## config.mk

```make
export PLATFORM = sky130hd
export DESIGN_NAME = spi_regbank_ctrl
export DESIGN_NICKNAME = d
export VERILOG_FILES = /design/src/rtl/spi_regbank_ctrl.sv
export SDC_FILE = /design/constraint.sdc
export NUM_CORES = 1
export LEC_CHECK = 0
export BUFFER_PORTS_ARGS = -buffer_cell sky130_fd_sc_hd__buf_2
export CAP_MARGIN = 10
export CORE_ASPECT_RATIO = 1.4
export CORE_UTILIZATION = 40
export DETAILED_ROUTE_END_ITERATION = 10
export PLACE_DENSITY_LB_ADDON = 0.08
export SKIP_LAST_GASP = 1
export SLEW_MARGIN = 20
export SYNTH_ARGS = -nofsm -noshare
export SYNTH_HDL_FRONTEND = slang
export SYNTH_SLANG_ARGS = --single-unit
```

## constraint.sdc

```tcl
create_clock -name system_clk -period 3 [get_ports system_clk]
set_input_delay 0.3 -clock system_clk [delete_from_list [all_inputs] [get_ports system_clk]]
set_output_delay 0.3 -clock system_clk [all_outputs]
set_load 0.01 [all_outputs]
```

## src/rtl/spi_regbank_ctrl.sv

```systemverilog
// Bridges SPI slave command words to a register bank; strobes one cycle after value_valid, response registered one cycle after ack/timeout.
// No backpressure: commands arriving while busy, short frames and ack timeouts are dropped and counted in err_count.
module spi_regbank_ctrl #(
   parameter int ADDR_WIDTH = 7,
   parameter int DATA_WIDTH = 16,
   parameter int TIMEOUT    = 15,
   localparam int WIDTH     = 1 + ADDR_WIDTH + DATA_WIDTH
) (
   input  logic                  system_clk,
   input  logic                  rst,
   input  logic                  cs_start,
   input  logic                  cs_stop,
   input  logic                  value_valid,
   input  logic [WIDTH-1:0]      value_mosi,
   output logic [WIDTH-1:0]      value_miso,
   output logic [ADDR_WIDTH-1:0] reg_addr,
   output logic [DATA_WIDTH-1:0] reg_wdata,
   output logic                  reg_we,
   output logic                  reg_re,
   input  logic                  reg_ack,
   input  logic [DATA_WIDTH-1:0] reg_rdata,
   output logic                  busy,
   output logic [7:0]            err_count
);

   typedef enum logic [1:0] {IDLE, WRITE, READ} state_t;

   localparam logic [7:0] WAIT_LAST = 8'(TIMEOUT - 1);

   state_t     state;
   state_t     state_nxt;
   logic [7:0] wait_cnt;
   logic       pending;
   logic       cmd_accept;
   logic       done_ack;
   logic       done_timeout;
   logic       overrun;
   logic       short_frame;
   logic       err_inc;
   logic       unused_cs_start;

   // The slave samples value_miso on cs_start; since the response is registered,
   // an update in that same cycle naturally lands in the next frame.
   assign unused_cs_start = cs_start;

   assign pending      = (state != IDLE);
   assign cmd_accept   = !pending && value_valid;
   assign done_ack     = pending && reg_ack;
   assign done_timeout = pending && !reg_ack && (wait_cnt == WAIT_LAST);
   assign overrun      = pending && value_valid;
   assign short_frame  = cs_stop && !value_valid;
   assign err_inc      = done_timeout || overrun || short_frame;

   always_ff @(posedge system_clk or posedge rst) begin
      if (rst) begin
         state <= IDLE;
      end else begin
         state <= state_nxt;
      end
   end

   always_comb begin
      state_nxt = state;
      case (state)
         IDLE: begin
            if (value_valid) begin
               state_nxt = value_mosi[WIDTH-1] ? WRITE : READ;
            end
         end
         WRITE, READ: begin
            if (done_ack || done_timeout) begin
               state_nxt = IDLE;
            end
         end
         default: state_nxt = IDLE;
      endcase
   end

   always_comb begin
      reg_we = (state == WRITE);
      reg_re = (state == READ);
      busy   = pending;
   end

   always_ff @(posedge system_clk or posedge rst) begin
      if (rst) begin
         reg_addr   <= '0;
         reg_wdata  <= '0;
         wait_cnt   <= '0;
         value_miso <= '0;
         err_count  <= '0;
      end else begin
         if (cmd_accept) begin
            reg_addr  <= value_mosi[WIDTH-2 -: ADDR_WIDTH];
            reg_wdata <= value_mosi[DATA_WIDTH-1:0];
            wait_cnt  <= '0;
         end else if (pending && !done_ack && !done_timeout) begin
            wait_cnt <= wait_cnt + 8'd1;
         end

         if (done_ack) begin
            value_miso <= {1'b1, reg_addr, (state == READ) ? reg_rdata : reg_wdata};
         end else if (done_timeout) begin
            value_miso <= {1'b0, reg_addr, {DATA_WIDTH{1'b0}}};
         end

         // Simultaneous error sources still count as a single event.
         if (err_inc && (err_count != 8'hFF)) begin
            err_count <= err_count + 8'd1;
         end
      end
   end

endmodule

```

==> run metrics <==
vias in the first global route 2314; wire length on met3 292 um; NumNets Final between 400 and 500; first-pass GRT wire length ~11000 um; largest area contributor in the netlist dfrtp_1; worst slew pin tran 1020 ps; WP buf/inv 1; RSZ-0062 raised after global routing false; Fillers 679; layout cells sized above 1 a little over a third; top post-synthesis cells by area dfrtp_1 56%, nand2_1 9.7%, mux2i_1 5.5%; skew final 12.2 ps; IO Count around 100; CP cell instances inv_1 > ha_1 > or4b_1 > or4b_1 > a21oi_1 > mux2_1; Starting Density 41.4%; Final ANT Viol Nets 0; Vias/cell 4.93; clk root buf clkbuf_8; final worst slack 396 ps; core area 6980 sq um; CTS tree done; power density cells around 1000 nW/um^2; CP peak stage delay approximately 670 ps; largest net degree at the start of global routing 37; fin. max-slew vios 0; run status finished clean; total clock sinks 65; crit path launch type register; initial DRC count a little under 70; worst slack, placed between 300 and 400 ps; setup_tns 0 ps; Yosys top cell area share between 50% and 60%; synth warn 0; CTS Buf Count 9; critical path data required time about 3200 ps; Clock Path Buffers 2; cell row count 36; RR Startpoint wait_cnt[0]$_DFFE_PP0P_; Synth cell types 33; # DRC 0; Final min period 2600 ps; CTS clk-pin slew, worst paths 70 ps; Die Ht 103 um; Worst R2R Path Depth 6; Slew HR 32.0%; Crit-path slowest cell or4b_1; Final GP Congestion 0.708; WL final approximately 6900 um; number of flops mapped to enable cells by yosys 0; Setup CP Type reg2reg; drt wl/cell 14.7 um; peak supply drop about 0.53 mV; met2 wire length 3570 um; CTS Hold Bufs 0; final worst path period share between 80 and 90%; Via Count 2336; Worst EP arrival 2820 ps; Finished Core Util 53.2%; area grow syn2layout 28.5%; Seq/Total Area, Yosys 56.3%; Cells after DPL 458; reg2reg end err_count[1]$_DFFE_PP0P_; TritonRoute pass-1 iters 4; f_max 384 MHz; Max-Cap Viols 0; port buffer count 102; #FFs+latches synth 65; CP Max Fanout 7; Worst Hold Class in2async; GRT Overall Usage 19.8%; gate count of the mapped netlist 268; reg-to-reg slack, setup 400 ps; dpl hpwl 4840 um; Critical Path Stages 6; top sig layer met4; post-cts sizing count 0; antenna cells 0; initial antenna violation count 0; post-CTS setup buffer count 0; non-filler cells, final 474; Static Leakage 1.88 nW; Syn Area/Cell about 11 sq um; CP top delay family simple AND/OR/NAND/NOR gates; Die X-Extent 73.9 um; Cell Area, Synth 2890 sq um; Met1 Wirelength about 3000 um; Crit. End Element register; Syn Nets between 300 and 400; Top cell by count, worst path or4b_1; ys async rst share 100%; H-tree depth 3; Final Hold Fails 0; die area around 7600 sq um; Synth Flop Type dfrtp_1; clock latency on the worst-skew pair 340 ps; Final setup viols 0; Remaining Overflow, GRT 0
==> cells in the mapped netlist, drive strengths merged (5+ instances only) <==
library cell and n:
nand3 5, nor2 11, a211oi 5, inv 6
clkbuf 12, xor2 11, nand2 75, mux2 8
mux2i 16, o2bb2ai 16, dfrtp 65, ha 6
==> where the power goes <==
part           leakage, nW  internal [mW]  total, mW  switching, mW
sequential           0.807           1.26       1.54          0.280
combinational        0.981          0.719       1.64          0.924
clock               0.0919          0.369      0.701          0.331
==> placed cells by master, fill, tap and decap left out, drive strengths merged, types with 2 or more instances in the layout <==
| master | synthesis | final |
|---|---|---|
| buf | 2 | 109 |
| nand2 | 75 | 75 |
| dfrtp | 65 | 65 |
| mux2i | 16 | 16 |
| o2bb2ai | 16 | 16 |
| clkbuf | 12 | 13 |
| nor2 | 11 | 11 |
| xor2 | 11 | 11 |
| mux2 | 8 | 8 |
| ha | 6 | 6 |
| inv | 6 | 6 |
| a211oi | 5 | 5 |
| nand3 | 5 | 5 |
| xnor2 | 3 | 3 |
| and3 | 3 | 3 |
| nand4 | 3 | 3 |
| o21ai | 3 | 3 |
| or4b | 2 | 2 |
| and2 | 2 | 2 |
| o311a | 2 | 2 |
| a2111oi | 2 | 2 |
| clkinvlp | 0 | 2 |
==> cell families (layout without fill, tap and decap cells) <==
kind of cell    Yosys count  in the layout  synth area share [%]
simple gates            104            104                  15.2
flops                    65             65                  56.3
compound gates           35             35                  10.4
mux                      24             24                  8.65
buf+inv                  20            131                  2.68
xor+xnor                 14             14                  4.24
fa+ha+maj                 6              6                  2.60
==> through the flow <==
stage | instance area (sq um) | power [mW] | hold slack [ps]
after detailed placement | 3520 | 3.23 | 469
after global routing | 3710 | 4.19 | 145
after CTS | 3710 | 3.94 | 108
after global placement | 3520 | 3.18 | 468
final | 3710 | 3.88 | 80.8
after floorplan | 2890 | 2.55 | 405
==> metal layers <==
layer / track usage (%) / up-vias
met3: 5.18 / 8
met5: 0 / -
met1: 23.0 / 1135
li1: - / 1129
met2: 34.9 / 64
met4: 6.80 / 0
==> worst max path at each step <==
stage                                        from                  endpoint  slack, ps
after floorplan           wait_cnt[0]$_DFFE_PP0P_  err_count[1]$_DFFE_PP0P_        580
after global placement    wait_cnt[0]$_DFFE_PP0P_  err_count[1]$_DFFE_PP0P_        420
after detailed placement  wait_cnt[0]$_DFFE_PP0P_  err_count[1]$_DFFE_PP0P_        400
after CTS                 wait_cnt[0]$_DFFE_PP0P_  err_count[1]$_DFFE_PP0P_        380
after global routing      wait_cnt[0]$_DFFE_PP0P_  err_count[1]$_DFFE_PP0P_        270
final                     wait_cnt[0]$_DFFE_PP0P_  err_count[1]$_DFFE_PP0P_        400
==> layout make-up <==
cell class                 instances  area, sq um  share of cell area [%]
clock inverter                     3         23.8                   0.640
sequential                        65         1630                    43.8
multi-input combinational        183         1190                    32.1
tap                               95          119                    3.20
timing repair buffer             109          563                    15.2
inverter                           6         22.5                   0.606
clock buffer                      13          169                    4.55
==> registers in the layout, summed over array words and instances (netlist names) <==
register	cells
value_miso	24
reg_wdata	16
err_count	8
reg_addr	7
state	2
wait_cnt	8
(Power assumes the default switching activity.)
